[src/rtl/uart_pkg.sv]
// Shared UART definitions: line levels, frame width and the receiver FSM encoding.
package uart_pkg;

    localparam int DATA_BITS = 8;
    localparam int BIT_CNT_W = $clog2(DATA_BITS);

    localparam logic START_LVL = 1'b0;
    localparam logic STOP_LVL  = 1'b1;
    localparam logic IDLE_LVL  = 1'b1;

    typedef enum logic [2:0] {
        ST_IDLE      = 3'd0,
        ST_START     = 3'd1,
        ST_DATA      = 3'd2,
        ST_STOP      = 3'd3,
        ST_WAIT_IDLE = 3'd4
    } rx_state_e;

endpackage

[src/rtl/uart_rx_sync.sv]
// Two-flop synchronizer for the serial input; resets to the idle (high) level.
module uart_rx_sync (
    input  logic Clk,
    input  logic Reset,
    input  logic i_d,
    output logic o_q
);

    logic r_meta;
    logic r_sync;

    // Metastability filter for the asynchronous line
    always_ff @(posedge Clk or negedge Reset) begin
        if (!Reset) begin
            r_meta <= 1'b1;
            r_sync <= 1'b1;
        end else begin
            r_meta <= i_d;
            r_sync <= r_meta;
        end
    end

    assign o_q = r_sync;

endmodule

[src/rtl/uart_rx_byte.sv]
// UART 8N1 receiver with mid-bit sampling, Ready/Ack byte handshake,
// framing-error pulse and sticky overrun flag.
module uart_rx_byte
    import uart_pkg::*;
#(
    parameter  int OVERSAMPLE = 16,
    localparam int CNT_W      = $clog2(OVERSAMPLE)
) (
    input  logic       Clk,
    input  logic       Reset,
    input  logic       RxIn,
    output logic [7:0] DataOut,
    output logic       Ready,
    input  logic       Ack,
    output logic       FrameErr,
    output logic       Overrun
);

    localparam logic [CNT_W-1:0]     HALF_M1  = CNT_W'(OVERSAMPLE / 2 - 1);
    localparam logic [CNT_W-1:0]     FULL_M1  = CNT_W'(OVERSAMPLE - 1);
    localparam logic [BIT_CNT_W-1:0] LAST_BIT = BIT_CNT_W'(DATA_BITS - 1);

    logic                   w_rxs;
    logic [CNT_W-1:0]       w_os_next;
    rx_state_e              r_state;
    logic [CNT_W-1:0]       r_os_cnt;
    logic [BIT_CNT_W-1:0]   r_bit_cnt;
    logic [DATA_BITS-1:0]   r_shreg;
    logic                   r_deliver;
    logic                   r_frame_err;
    logic [DATA_BITS-1:0]   r_data_out;
    logic                   r_ready;
    logic                   r_overrun;

    uart_rx_sync u_sync (
        .Clk   (Clk),
        .Reset (Reset),
        .i_d   (RxIn),
        .o_q   (w_rxs)
    );

    // OVERSAMPLE need not be a power of two, so wrap explicitly
    assign w_os_next = (r_os_cnt == FULL_M1) ? {CNT_W{1'b0}} : r_os_cnt + {{(CNT_W-1){1'b0}}, 1'b1};

    // Frame FSM: start validation, data shift-in and stop check
    always_ff @(posedge Clk or negedge Reset) begin
        if (!Reset) begin
            r_state     <= ST_IDLE;
            r_os_cnt    <= {CNT_W{1'b0}};
            r_bit_cnt   <= {BIT_CNT_W{1'b0}};
            r_shreg     <= {DATA_BITS{1'b0}};
            r_deliver   <= 1'b0;
            r_frame_err <= 1'b0;
        end else begin
            r_deliver   <= 1'b0;
            r_frame_err <= 1'b0;
            case (r_state)
                ST_IDLE: begin
                    r_os_cnt <= {CNT_W{1'b0}};
                    if (w_rxs == START_LVL) begin
                        r_state <= ST_START;
                    end else begin
                        r_state <= ST_IDLE;
                    end
                end
                ST_START: begin
                    if (r_os_cnt == HALF_M1) begin
                        r_os_cnt  <= {CNT_W{1'b0}};
                        r_bit_cnt <= {BIT_CNT_W{1'b0}};
                        r_state   <= (w_rxs == START_LVL) ? ST_DATA : ST_IDLE;
                    end else begin
                        r_os_cnt <= w_os_next;
                    end
                end
                ST_DATA: begin
                    r_os_cnt <= w_os_next;
                    if (r_os_cnt == FULL_M1) begin
                        r_shreg   <= {w_rxs, r_shreg[DATA_BITS-1:1]};
                        r_bit_cnt <= r_bit_cnt + {{(BIT_CNT_W-1){1'b0}}, 1'b1};
                        if (r_bit_cnt == LAST_BIT) begin
                            r_state <= ST_STOP;
                        end else begin
                            r_state <= ST_DATA;
                        end
                    end
                end
                ST_STOP: begin
                    r_os_cnt <= w_os_next;
                    if (r_os_cnt == FULL_M1) begin
                        // Leaving here mid-stop-bit lets the next start edge be caught
                        if (w_rxs == STOP_LVL) begin
                            r_deliver <= 1'b1;
                            r_state   <= ST_IDLE;
                        end else begin
                            r_frame_err <= 1'b1;
                            r_state     <= ST_WAIT_IDLE;
                        end
                    end
                end
                ST_WAIT_IDLE: begin
                    r_os_cnt <= {CNT_W{1'b0}};
                    if (w_rxs == IDLE_LVL) begin
                        r_state <= ST_IDLE;
                    end else begin
                        r_state <= ST_WAIT_IDLE;
                    end
                end
                default: begin
                    r_state  <= ST_IDLE;
                    r_os_cnt <= {CNT_W{1'b0}};
                end
            endcase
        end
    end

    // Consumer handshake: a pending byte is never overwritten without Ack
    always_ff @(posedge Clk or negedge Reset) begin
        if (!Reset) begin
            r_data_out <= 8'h00;
            r_ready    <= 1'b0;
            r_overrun  <= 1'b0;
        end else if (r_deliver) begin
            if (!r_ready || Ack) begin
                r_data_out <= r_shreg;
                r_ready    <= 1'b1;
                r_overrun  <= 1'b0;
            end else begin
                r_overrun  <= 1'b1;
            end
        end else if (Ack) begin
            r_ready   <= 1'b0;
            r_overrun <= 1'b0;
        end else begin
            r_ready   <= r_ready;
            r_overrun <= r_overrun;
        end
    end

    assign DataOut  = r_data_out;
    assign Ready    = r_ready;
    assign Overrun  = r_overrun;
    assign FrameErr = r_frame_err;

endmodule

[config.mk]
export PLATFORM = sky130hd
export DESIGN_NAME = uart_rx_byte
export DESIGN_NICKNAME = d
export VERILOG_FILES = /design/src/rtl/uart_pkg.sv /design/src/rtl/uart_rx_sync.sv /design/src/rtl/uart_rx_byte.sv
export SDC_FILE = /design/constraint.sdc
export NUM_CORES = 1
export LEC_CHECK = 0
export CAP_MARGIN = 15
export CORE_MARGIN = 3
export CORE_UTILIZATION = 40
export CTS_CLUSTER_SIZE = 25
export DETAILED_ROUTE_END_ITERATION = 10
export GPL_TIMING_DRIVEN = 0
export PLACE_DENSITY_LB_ADDON = 0.25
export SETUP_SLACK_MARGIN = 0.2
export SLEW_MARGIN = 0
export SYNTH_ARGS = -nofsm -noshare
export SYNTH_HDL_FRONTEND = slang
export SYNTH_SLANG_ARGS = --single-unit
[constraint.sdc]
create_clock -name Clk -period 3.62 [get_ports Clk]
set_input_delay 0.543 -clock Clk [delete_from_list [all_inputs] [get_ports Clk]]
set_output_delay 0.543 -clock Clk [all_outputs]
set_load 0.02 [all_outputs]
Yosys cells after proc, flatten, opt, wreduce, memory -nomap -nowiden
Cells that the tools add are included.
{"block": "totals", "ff_bits": 32, "in_bits": 4, "output_inout_bits": 11, "elab_cells": 60}
{"block": "op_classes", "n_addsub": 2, "eq_ne": 11, "mux": 25, "n_reduce_logical": 11}
{"op": "3-bit 2-to-1 mux", "count": 6}
{"op": "3-bit case mux with 5 select lines", "count": 1}
{"op": "1-bit 2-to-1 mux", "count": 13}
{"op": "4-bit 2-to-1 mux", "count": 2}
{"op": "4-bit case mux with 2 select lines", "count": 1}
{"op": "3-bit by 2-bit equality test with 1-bit output (second input constant)", "count": 2}
{"op": "3-bit equality test (second input constant)", "count": 2}
{"op": "2-bit != test (second input constant)", "count": 3}
{"op": "3-bit case mux with 2 select lines", "count": 1}
{"op": "2-bit AND reduction", "count": 3}
{"op": "3-bit AND reduction", "count": 2}
{"op": "4-bit by 1-bit adder with 4-bit output (second input constant)", "count": 1}
{"op": "4-bit by 3-bit equality test with 1-bit output (second input constant)", "count": 1}
{"op": "4-bit equality test (second input constant)", "count": 1}
{"op": "2-bit nonzero test", "count": 2}
{"op": "3-bit by 1-bit adder with 3-bit output (second input constant)", "count": 1}
{"op": "3-bit by 1-bit equality test with 1-bit output (second input constant)", "count": 1}
{"op": "3-bit zero test", "count": 1}
{"op": "2-bit 2-to-1 mux", "count": 1}
{"op": "2-bit by 1-bit != test with 1-bit output (second input constant)", "count": 1}
{"op": "2-bit OR reduction", "count": 1}
{"op": "1-bit zero test", "count": 1}
{"op": "1-bit logical OR", "count": 1}

Depth between registers and ports, before layout
{"block": "depth", "word_depth": 4, "ltp_mapped": 5, "depth_no_buf": 4}

Hierarchy
From an unflattened synthesis, not the netlist that was laid out.
{"block": "unflattened", "hier_cells": 103, "hier_area_um2": 1358.8}
{"mod": "uart_rx_byte", "n_inst": 1, "cells_each": 101, "area_per_inst_um2": 1306.3, "seq_area_each_um2": 750.7}
{"mod": "uart_rx_sync", "n_inst": 1, "cells_each": 2, "area_per_inst_um2": 52.6, "seq_area_each_um2": 52.6}

Worst setup path before layout
OpenSTA, ideal clock, no wires.
{"block": "synth_timing", "kind": "flip-flop to flip-flop", "from": "register r_os_cnt[0]", "to": "register r_shreg[0]", "setup_ns": 0.125, "arrival_ns": 1.515, "required_ns": 3.495, "path_slack_ns": 1.980, "path_stages_with_launch": 6, "path_buffers": 1, "synth_period_minus_slack_ns": 1.640, "cell_sequence": "dfrtp_1 > ha_1 > and3_2 > and4bb_2 > buf_4 > mux2_2"}
{"block": "synth_via", "elab_chain_cells": 2}
{"item": "from (decl)", "line": "uart_rx_byte.sv:26", "text": "logic [CNT_W-1:0] r_os_cnt;"}
{"item": "from (signal assigned)", "line": "uart_rx_byte.sv:49", "text": "r_os_cnt <= {CNT_W{1'b0}};"}
{"item": "from (signal assigned)", "line": "uart_rx_byte.sv:59", "text": "r_os_cnt <= {CNT_W{1'b0}};"}
{"item": "from (signal assigned)", "line": "uart_rx_byte.sv:68", "text": "r_os_cnt <= {CNT_W{1'b0}};"}
{"item": "4-bit equality test", "line": "uart_rx_byte.sv:77", "text": "if (r_os_cnt == FULL_M1) begin"}
{"item": "2-bit AND reduction (no source line)"}
{"item": "to (signal assigned)", "line": "uart_rx_byte.sv:51", "text": "r_shreg <= {DATA_BITS{1'b0}};"}
{"item": "to (signal assigned)", "line": "uart_rx_byte.sv:78", "text": "r_shreg <= {w_rxs, r_shreg[DATA_BITS-1:1]};"}
{"item": "to (decl)", "line": "uart_rx_byte.sv:28", "text": "logic [DATA_BITS-1:0] r_shreg;"}
No other way between the ends.
A chain may end at the register's enable or synchronous reset.

Worst setup path in the final report
{"block": "layout_timing", "from": "register r_ready (netlist: Ready)", "to": "output Ready"}
{"item": "from (decl)", "line": "uart_rx_byte.sv:32", "text": "logic r_ready;"}
{"item": "from (signal assigned)", "line": "uart_rx_byte.sv:134", "text": "r_ready <= r_ready;"}
{"item": "to (decl)", "line": "uart_rx_byte.sv:13", "text": "output logic Ready,"}
No word-level cell between the ends.

==> impl_results.md <==
* Die area at 4130 um^2
* Pre-CTS setup slack at 1.70 ns
* WP buf/inv at 1
* Starting Density at 43.1%
* Min Tclk post-route at 1.85 ns
* Routed wire length at 2160 um
* Top cells by area, synth: dfrtp_1 55%, mux2_2 13%, dfstp_2 3.9%, ha_1 2.8%, mux2i_1 2.2%
* Synthesized flop and latch total at 32
* IO buf count at 14
* Top achievable clock speed at 540 MHz
* Area share of the largest cell type after synthesis at 55.3%
* Worst-path fanout max at 3
* FF-to-FF setup slack at 1.80 ns
* Clock tree buffer depth at 2
* Cells after synthesis at 102
* Clk Latency, worst-skew pair at 0.32 ns
* Std-Cell Rows at 20
* Adder-Cell Fraction of Synth Area at 2.76%
* Share of power burned in registers at 52.3%
* Critical path's slowest cell: clkdlybuf4s50_1
* Post_cts resized at 0
* Post-synth net total at 109
* Final Hold Fails at 0
* Routed len/inst at 12.8 um
* Slew Limit Fails at 0
* Slew @ Worst Pin at 0.808 ns
* Complex-gate fraction of the synthesized area at 5.62%
* Simple-Gate Fraction of Synth Area at 12.9%
* Fillcell total at 300
* CP arrival at 1.31 ns
* Gate power share at 23.7%
* Gr ovfl total at 0
* Vias in the first global route at 872
* Die Height at 64.3 um
* Layout net count at 131
* HPWL after DPL at 1580 um
* Root Driver: clkbuf_4
* Placed insts at 161
* Most common cell after layout, fill and taps aside: dfrtp_1
* Final Cycle Share at 51.2%
* Gr usage total at 12.5%
* Mux cell area share after synthesis at 16.6%
* RSZ-0062 raised after global routing: no
* Net Sw Frac at 29.7%
* Antenna Violating Nets Remaining at 0
* Vias after detailed routing at 850
* Worst Setup End Kind: primary output
* Antenna violations before repair at 0
* Final setup fails at 0
* Setup TNS Final at 0 ns
* Gpl congestion at 0.712
* Max incr delay on CP at 0.61 ns
* Relative slew margins at 46.0%
* DR DRC count at 0
* Clock skew at 0.00548 ns
* DRT iter0 DRCs at 46
* VDD IR max at 0.194 mV
* IO Pins at 15
* Int Pwr at 0.596 mW
* H-Tree Depth at 2
* Global-route wire length before repair at 3970 um
* Critical path launch point type: register
* CTS clk-pin slew, worst paths at 0.09 ns
* Total iterations of the first detailed-routing run at 4
* Most frequent cells in the layout: 30 x dfrtp_1, 16 x mux2_2, 14 x clkdlybuf4s50_1, 7 x nand2_1
* Non-Filler Instances at 169
* Critical-path cell list: clkdlybuf4s50_1
* Average size of a mapped cell at 13.3 um^2
* Register area share after synthesis at 59.2%
* Yosys warns at 0
* Power, Total at 0.848 mW
* Cell Area, Synth at 1360 um^2
* Final WS setup at 1.77 ns
* Clock power frac at 24.0%
* P&R area growth vs syn at 20.7%
* Via-per-instance ratio at 5.03
* Share of layout cells above drive strength 1 at 27.2%
* WHS at 0.360 ns
* Ant diodes at 0
* CTS tree: done
* Largest area contributor in the netlist: dfrtp_1
* Hold/Removal Path Class: reg2reg
* Leakage Power at 0.742 nW
* Largest family of logic cells by synthesized area: multiplexers
* Setup CP Type: reg2out
* Largest net degree at the start of global routing at 18
* CP top delay family: buffers and inverters
* Netlist cell types at 32
* # Post-CTS Setup Buffers at 0
* Cts hold-fix bufs at 0
* CTS buffer count at 5
* Max-Cap Viols at 0
* WP data required at 3.08 ns
* Synth Area in XOR/XNOR at 0.645%
* Core area at 3150 um^2
* Status: finished, final reports clean
* Pwr/cell area at 518 nW/um^2
* DIE WIDTH at 64.3 um
* Sink Count at 32
* Sw Pwr at 0.252 mW
cells in the mapped netlist:
cell type,instances
a31oi_1,2
a211oi_4,1
ha_1,3
o21ai_0,1
xnor2_1,1
mux2_4,1
buf_2,1
nor2_1,5
nor3b_1,2
clkbuf_1,2
and2b_2,1
nand3b_1,2
a21oi_1,3
dfstp_2,2
nand4b_1,2
dfrtp_1,30
and3_2,1
buf_4,1
mux2i_1,3
nand2_1,7
a21o_1,1
nor4_1,2
mux2_2,16
nand2b_1,2
nor2b_1,1
and4bb_2,1
a211oi_1,1
or2_2,1
inv_1,3
or3b_4,1
nor3_1,1
a41oi_1,1
power groups by stage:
stage / registers, mW / clock network (mW) / logic, mW
floorplan: 0.440 / 0 / 0.157
global placement: 0.448 / 0 / 0.189
detailed placement: 0.450 / 0 / 0.200
CTS: 0.443 / 0.214 / 0.202
global route: 0.453 / 0.228 / 0.229
finish: 0.444 / 0.204 / 0.201
per-stage QoR:
step | utilization (%) | cell area, um^2
6_report | 52.0 | 1640
5_1_grt | 52.0 | 1640
3_3_place_gp | 49.2 | 1550
2_1_floorplan | - | 1360
3_5_place_dp | 50.1 | 1580
4_1_cts | 52.0 | 1640
flip-flops by register name (all words and copies together) (netlist names), 3 cells and up:
signal and cells:
DataOut 8, r_bit_cnt 3, r_os_cnt 4, r_shreg 8
r_state 3
path summary, 6_finish.rpt:
path / start / endpoint / depth (start not counted)
max reg2reg: r_os_cnt[0] / r_shreg[3] / 5
min reg2reg: u_sync.r_meta / u_sync.o_q / 0
min: u_sync.r_meta / u_sync.o_q / 0
max: Ready / Ready / 1
min in group asynchronous: Reset / r_os_cnt[3] / 1
max in group asynchronous: Reset / u_sync.r_meta / 2
cells by family after synthesis:
logic type | Yosys count
DFF | 32
muxes | 20
buffers and inverters | 7
xor gates and xnor gates | 1
adders and majority gates | 3
and+or+nand+nor | 29
AOI/OAI and AO/OA | 10
cell type report:
| cell class | count | area [um^2] | share of cell area (%) |
|---|---|---|---|
| clock buffers | 8 | 58.8 | 3.59 |
| flip-flops and latches | 32 | 803 | 49.0 |
| plain buffers | 4 | 20.0 | 1.22 |
| multi-input cells | 63 | 523 | 31.9 |
| inverters | 3 | 11.3 | 0.687 |
| repair buffers | 15 | 168 | 10.2 |
| well taps | 44 | 55.1 | 3.36 |
metal layers:
layer,up-vias,track usage [%],routed length (um)
met3,4,5.27,108
met4,0,4.75,34
met1,425,16.0,1010
met2,14,18.7,1000
met5,-,0,0
li1,407,-,-
(Power assumes the default switching activity.)
